<file path="config.mk">
export PLATFORM = sky130hd
export DESIGN_NAME = uart_prog_loader
export DESIGN_NICKNAME = d
export VERILOG_FILES = /design/src/rtl/uart_prog_loader.sv
export SDC_FILE = /design/constraint.sdc
export NUM_CORES = 1
export LEC_CHECK = 0
export ABC_AREA = 1
export CORE_ASPECT_RATIO = 1.5
export CORE_MARGIN = 8
export CORE_UTILIZATION = 42
export DETAILED_ROUTE_END_ITERATION = 7
export MAX_ROUTING_LAYER = met4
export PLACE_DENSITY = 0.66
export SETUP_SLACK_MARGIN = 0.05
export SYNTH_ARGS = -nofsm -noshare
export SYNTH_HDL_FRONTEND = slang
export SYNTH_SLANG_ARGS = --single-unit
</file>
<file path="constraint.sdc">
create_clock -name wb_clk_i -period 1.7 [get_ports wb_clk_i]
set_input_delay 0.17 -clock wb_clk_i [delete_from_list [all_inputs] [get_ports wb_clk_i]]
set_output_delay 0.17 -clock wb_clk_i [all_outputs]
set_load 0.02 [all_outputs]
</file>
<file path="src/rtl/uart_prog_loader.sv">
// Serial program loader: receives 8N1 UART bytes, packs them little-endian into
// 32-bit words, writes them to instruction memory and releases the core when done.
module uart_prog_loader #(
   parameter int unsigned CLKS_PER_BIT = 347,
   parameter int unsigned ADDR_W       = 8,
   parameter logic [31:0] END_WORD     = 32'h0000_0FFF
) (
   input  logic              wb_clk_i,
   input  logic              wb_rst_i,
   input  logic              rx_i,
   output logic              imem_we_o,
   output logic [ADDR_W-1:0] imem_addr_o,
   output logic [31:0]       imem_wdata_o,
   output logic              prog_done_o,
   output logic              core_rst_o,
   output logic              frame_err_o
);

   localparam int unsigned CNT_W = (CLKS_PER_BIT > 2) ? $clog2(CLKS_PER_BIT) : 1;
   localparam int unsigned HALF  = CLKS_PER_BIT / 2;
   localparam logic [CNT_W-1:0]  BIT_LAST  = CNT_W'(CLKS_PER_BIT - 1);
   localparam logic [CNT_W-1:0]  HALF_LAST = CNT_W'(HALF - 1);
   localparam logic [ADDR_W-1:0] ADDR_MAX  = '1;

   typedef enum logic [2:0] {
      S_IDLE,
      S_START,
      S_DATA,
      S_STOP,
      S_WAIT_IDLE
   } rx_state_t;

   rx_state_t        state;
   logic             rx_meta;
   logic             rxs;
   logic [CNT_W-1:0] baud_cnt;
   logic [2:0]       bit_cnt;
   logic [7:0]       shreg;
   logic             byte_valid;
   logic [1:0]       byte_cnt;
   logic [23:0]      word_q;
   logic [31:0]      word_full;

   // Two-flop synchronizer; idles high so reset does not look like a start bit
   always_ff @(posedge wb_clk_i) begin
      if (wb_rst_i) begin
         rx_meta <= 1'b1;
         rxs     <= 1'b1;
      end else begin
         rx_meta <= rx_i;
         rxs     <= rx_meta;
      end
   end

   // UART receive FSM; held idle once the image is loaded
   always_ff @(posedge wb_clk_i) begin
      if (wb_rst_i) begin
         state       <= S_IDLE;
         baud_cnt    <= '0;
         bit_cnt     <= '0;
         shreg       <= '0;
         byte_valid  <= 1'b0;
         frame_err_o <= 1'b0;
      end else begin
         byte_valid <= 1'b0;
         if (prog_done_o) begin
            state <= S_IDLE;
         end else begin
            case (state)
               S_IDLE: begin
                  if (!rxs) begin
                     baud_cnt <= '0;
                     state    <= S_START;
                  end
               end
               S_START: begin
                  if (baud_cnt == HALF_LAST) begin
                     baud_cnt <= '0;
                     bit_cnt  <= '0;
                     state    <= rxs ? S_IDLE : S_DATA;
                  end else begin
                     baud_cnt <= baud_cnt + CNT_W'(1);
                  end
               end
               S_DATA: begin
                  if (baud_cnt == BIT_LAST) begin
                     baud_cnt <= '0;
                     shreg    <= {rxs, shreg[7:1]};
                     bit_cnt  <= bit_cnt + 3'd1;
                     if (bit_cnt == 3'd7) begin
                        state <= S_STOP;
                     end
                  end else begin
                     baud_cnt <= baud_cnt + CNT_W'(1);
                  end
               end
               S_STOP: begin
                  if (baud_cnt == BIT_LAST) begin
                     baud_cnt <= '0;
                     if (rxs) begin
                        byte_valid <= 1'b1;
                        state      <= S_IDLE;
                     end else begin
                        frame_err_o <= 1'b1;
                        state       <= S_WAIT_IDLE;
                     end
                  end else begin
                     baud_cnt <= baud_cnt + CNT_W'(1);
                  end
               end
               S_WAIT_IDLE: begin
                  if (rxs) begin
                     state <= S_IDLE;
                  end
               end
               default: state <= S_IDLE;
            endcase
         end
      end
   end

   assign word_full = {shreg, word_q};

   // Word assembly, memory write and load-complete tracking
   always_ff @(posedge wb_clk_i) begin
      if (wb_rst_i) begin
         byte_cnt     <= '0;
         word_q       <= '0;
         imem_we_o    <= 1'b0;
         imem_addr_o  <= '0;
         imem_wdata_o <= '0;
         prog_done_o  <= 1'b0;
         core_rst_o   <= 1'b1;
      end else begin
         imem_we_o <= 1'b0;
         if (imem_we_o) begin
            if (imem_addr_o == ADDR_MAX) begin
               prog_done_o <= 1'b1;
               core_rst_o  <= 1'b0;
            end else begin
               imem_addr_o <= imem_addr_o + ADDR_W'(1);
            end
         end
         if (byte_valid && !prog_done_o) begin
            case (byte_cnt)
               2'd0:    word_q[7:0]   <= shreg;
               2'd1:    word_q[15:8]  <= shreg;
               2'd2:    word_q[23:16] <= shreg;
               default: word_q        <= word_q;
            endcase
            if (byte_cnt == 2'd3) begin
               byte_cnt <= '0;
               if (word_full == END_WORD) begin
                  prog_done_o <= 1'b1;
                  core_rst_o  <= 1'b0;
               end else begin
                  imem_we_o    <= 1'b1;
                  imem_wdata_o <= word_full;
               end
            end else begin
               byte_cnt <= byte_cnt + 2'd1;
            end
         end
      end
   end

endmodule
</file>
==> metrics.yaml <==
synth:
  synthesis.area_mm2: 0.00429
  synth_nets: 616
  postSynthRegisterBits: 96
  synthDistinctLibCells: 28
  post_synth.cell_area_avg_um2: 7.11
  synth.yosys.seq_area_share_pct: 44.8
  post_synth_inst_count: 603
  synthesis.yosys.warnings: 0
setup_path:
  worst_r2r_startpoint: "baud_cnt[0]"
  worst_r2r_path_depth: 11
  path_buf_inv: 1
  worst-r2r-setup-slack_ns: 0.20
  critical_path.startpoint_type: "flip-flop"
  worst-setup-path-type: "reg2out"
  worst_path_largest_cell_delay_ns: 0.65
  cpLargestDelayFamily: "buffers and inverters"
  critical_path.reg2reg.endpoint: "bit_cnt[2]"
  sequence_of_cells_on_the_critical_path: "clkdlybuf4s50_1"
  crit_path_top_delay_cell: "sky130_fd_sc_hd__clkdlybuf4s50_1"
  cp.required_ns: 1.53
  timing.critical_path.arrival_ns: 1.45
  timing.critical_path.fanout_max: 4
  timing.critical_path.to_type: "output pin"
die:
  coreArea_mm2: 0.0100
  initial_utilization_pct: 42.8
  die-height_um: 140
  fp.dieArea_mm2: 0.0138
  rows: 45
  die_w_um: 98.5
  num_io_pins: 47
routing:
  vias_per_cell: 5.07
  drc_errors: 0
  dr.pass1.iters: 4
  drtAntennaViolNets: 0
  wl_per_cell_um: 12.9
  wl_um: 9910
  drt_iter0_markers: 147
  route.vias.total: 3912
clock_network:
  clk-insertion-delay-late_ns: 0.34
  tritoncts.num_buffers: 9
  tritoncts_clock_tree: "built"
  cts.sink_count: 96
  cts.path.max_buffers: 2
  cts-hold-fix-buffers: 0
  cts_setup_buffers: 0
  cts_root_buf: "sky130_fd_sc_hd__clkbuf_16"
  cts.htree.levels: 3
  clk_pin_slew_ns: 0.07
timing:
  fin_crit_sh_pct: 95.1
  setup_repair_after_global_routing_missed_its_margin: "yes"
  finalWorstSetupSlack_ns: 0.0837
  finalHoldViolations: 0
  timing.slew.headroom_pct: 67.0
  worst_hold_slack_ns: 0.380
  fmax_mhz: 619
  setup_total_negative_slack_ns: 0
  final.setup_skew_ns: 0.00636
  final-setup-viol-count: 0
  max_slew.worst_pin.slew_ns: 0.493
  timing.final.crit_period_ns: 1.62
  finalMaxSlewViolations: 0
power_and_ir_drop:
  power_frac_comb_pct: 15.1
  power_report.internal_total_w: 0.00377
  p_sw_share_pct: 27.7
  p_seq_share_pct: 46.0
  power_switching_w: 0.00144
  power_w: 0.00522
  clock_power_share_pct: 38.8
  static-leakage-power_nw: 1.98
  vdd.ir_drop.worst_mv: 0.663
  power-per-cell-area_mw_per_mm2: 997
global_routing:
  antenna_violations_before_repair: 0
  grt-ovfl-total: 0
  grt.total_usage_pct: 15.1
  grt_pass1_wl_um: 16900
  number_of_global_route_vias_before_repair: 3791
  grt_start_max_net_pins: 47
worst_hold_path:
  min_delay_path_depth: 2
  endpoint_of_the_worst_hold_path: "rx_meta"
  worst_hold_startpoint: "rx_i"
  min-delay-path-class: "in2reg"
final_layout:
  antennaDiodeCount: 0
  nNetsFinal: 662
  sequential_cell_area_in_the_final_layout_mm2: 0.00192
  final_layout_size_suffix_gt1_share_pct: 10.4
  areaGrowthSynthToFinish_pct: 22.1
  multi_input_comb_area_mm2: 0.00198
  num-fill-cells: 1010
  fin_area_mm2: 0.00523
placed_design:
  io_buffers: 46
  hpwl_um: 7110
  place_ws_ns: 0.0166
  placedInstanceArea_mm2: 0.00489
  place_congestion: 0.881
status:
  status: "completed"
run:
  maxCapViolations: 0
cell usage in the layout, fill, tap and decap left out, types with 13 or more instances in the layout:
master,instances
sky130_fd_sc_hd__nand3_1,50
sky130_fd_sc_hd__clkdlybuf4s50_1,46
sky130_fd_sc_hd__a21oi_1,84
sky130_fd_sc_hd__o21ai_1,14
sky130_fd_sc_hd__nand2_1,104
sky130_fd_sc_hd__inv_1,57
sky130_fd_sc_hd__dfxtp_1,95
sky130_fd_sc_hd__inv_2,17
sky130_fd_sc_hd__nor2_1,73
sky130_fd_sc_hd__buf_4,13
sky130_fd_sc_hd__o21ai_0,28
metrics by stage:
step	std cells	utilization (%)
floorplan	603	-
global placement	754	48.8
detailed placement	754	48.8
CTS	770	51.9
global route	771	52.2
finish	771	52.2
power groups by stage:
stage          combinational [W]  clock (W)  sequential (W)
2_1_floorplan           0.000596          0         0.00243
3_3_place_gp            0.000729          0         0.00244
3_5_place_dp            0.000759          0         0.00245
4_1_cts                 0.000763    0.00208         0.00240
5_1_grt                 0.000923    0.00216         0.00241
6_report                0.000791    0.00203         0.00240
metal layers:
metal | part of all wire (%) | vias to the layer above | wire length, um | GRT usage, %
li1 | - | 2046 | - | -
met1 | 43 | 1770 | 4290 | 16.1
met2 | 50 | 77 | 4990 | 25.6
met3 | 4.2 | 19 | 416 | 3.54
met4 | 2.2 | 0 | 216 | 7.55
met5 | 0 | - | 0 | -
sequential cells by signal (all words and copies together), names as in the netlist:
signal	flops
baud_cnt	9
byte_cnt	2
word_q	24
imem_wdata_o	32
rx_meta	1
imem_addr_o	8
prog_done_o	1
state	3
frame_err_o	1
bit_cnt	3
rxs	1
byte_valid	1
imem_we_o	1
core_rst_o	1
shreg	8
synthesized netlist by cell type:
| master | instances | share of area (%) |
|---|---|---|
| sky130_fd_sc_hd__a211oi_1 | 1 | 0.18 |
| sky130_fd_sc_hd__a21oi_1 | 84 | 9.8 |
| sky130_fd_sc_hd__a31oi_1 | 1 | 0.15 |
| sky130_fd_sc_hd__and3_1 | 1 | 0.15 |
| sky130_fd_sc_hd__buf_2 | 10 | 1.2 |
| sky130_fd_sc_hd__buf_4 | 2 | 0.35 |
| sky130_fd_sc_hd__buf_6 | 3 | 0.79 |
| sky130_fd_sc_hd__clkbuf_1 | 12 | 1.1 |
| sky130_fd_sc_hd__clkinv_1 | 1 | 0.088 |
| sky130_fd_sc_hd__dfxtp_1 | 96 | 45 |
| sky130_fd_sc_hd__ha_1 | 10 | 2.9 |
| sky130_fd_sc_hd__inv_1 | 58 | 5.1 |
| sky130_fd_sc_hd__inv_2 | 17 | 1.5 |
| sky130_fd_sc_hd__nand2_1 | 109 | 9.5 |
| sky130_fd_sc_hd__nand2_2 | 2 | 0.29 |
| sky130_fd_sc_hd__nand3_1 | 50 | 5.8 |
| sky130_fd_sc_hd__nand3_2 | 2 | 0.47 |
| sky130_fd_sc_hd__nand4_1 | 8 | 1.2 |
| sky130_fd_sc_hd__nor2_1 | 75 | 6.6 |
| sky130_fd_sc_hd__nor2_2 | 2 | 0.29 |
| sky130_fd_sc_hd__nor3_1 | 8 | 0.93 |
| sky130_fd_sc_hd__nor3_2 | 2 | 0.47 |
| sky130_fd_sc_hd__nor3_4 | 1 | 0.38 |
| sky130_fd_sc_hd__nor3b_1 | 1 | 0.18 |
| sky130_fd_sc_hd__o21ai_0 | 28 | 3.3 |
| sky130_fd_sc_hd__o21ai_1 | 14 | 1.6 |
| sky130_fd_sc_hd__or2_2 | 2 | 0.29 |
| sky130_fd_sc_hd__xor2_1 | 3 | 0.61 |
area by class of cell:
cell class	count	area share, %
inverters	76	5.50
flip-flops and latches	96	36.7
repair buffers	61	11.4
multi-input cells	405	37.8
clock buffers	11	4.64
clock inverters	5	1.08
well taps	117	2.80
worst max-delay path by stage:
stage	cells past startpoint	to	slack, ns	from
global route	1	imem_we_o	0.03	imem_we_o
detailed placement	9	shreg[5]	0.02	baud_cnt[0]
finish	1	imem_we_o	0.08	imem_we_o
CTS	11	bit_cnt[0]	0.09	baud_cnt[0]
global placement	9	shreg[0]	0.12	baud_cnt[0]
floorplan	10	imem_addr_o[5]	0.10	imem_addr_o[1]
kinds of logic after synthesis:
family	share of synthesized area, %
and+or+nand+nor	26.6
AOI/OAI and AO/OA	15.0
buffers and inverters	10.0
DFF	44.8
adders and majority gates	2.92
xor gates and xnor gates	0.613
repair_timing:
item / in CTS / in global routing
gates cloned: 0 / 1
gates resized for setup: 1 / 10
setup endpoints to repair: 8 / 21
No activity file was read; power rests on OpenSTA's default activity.
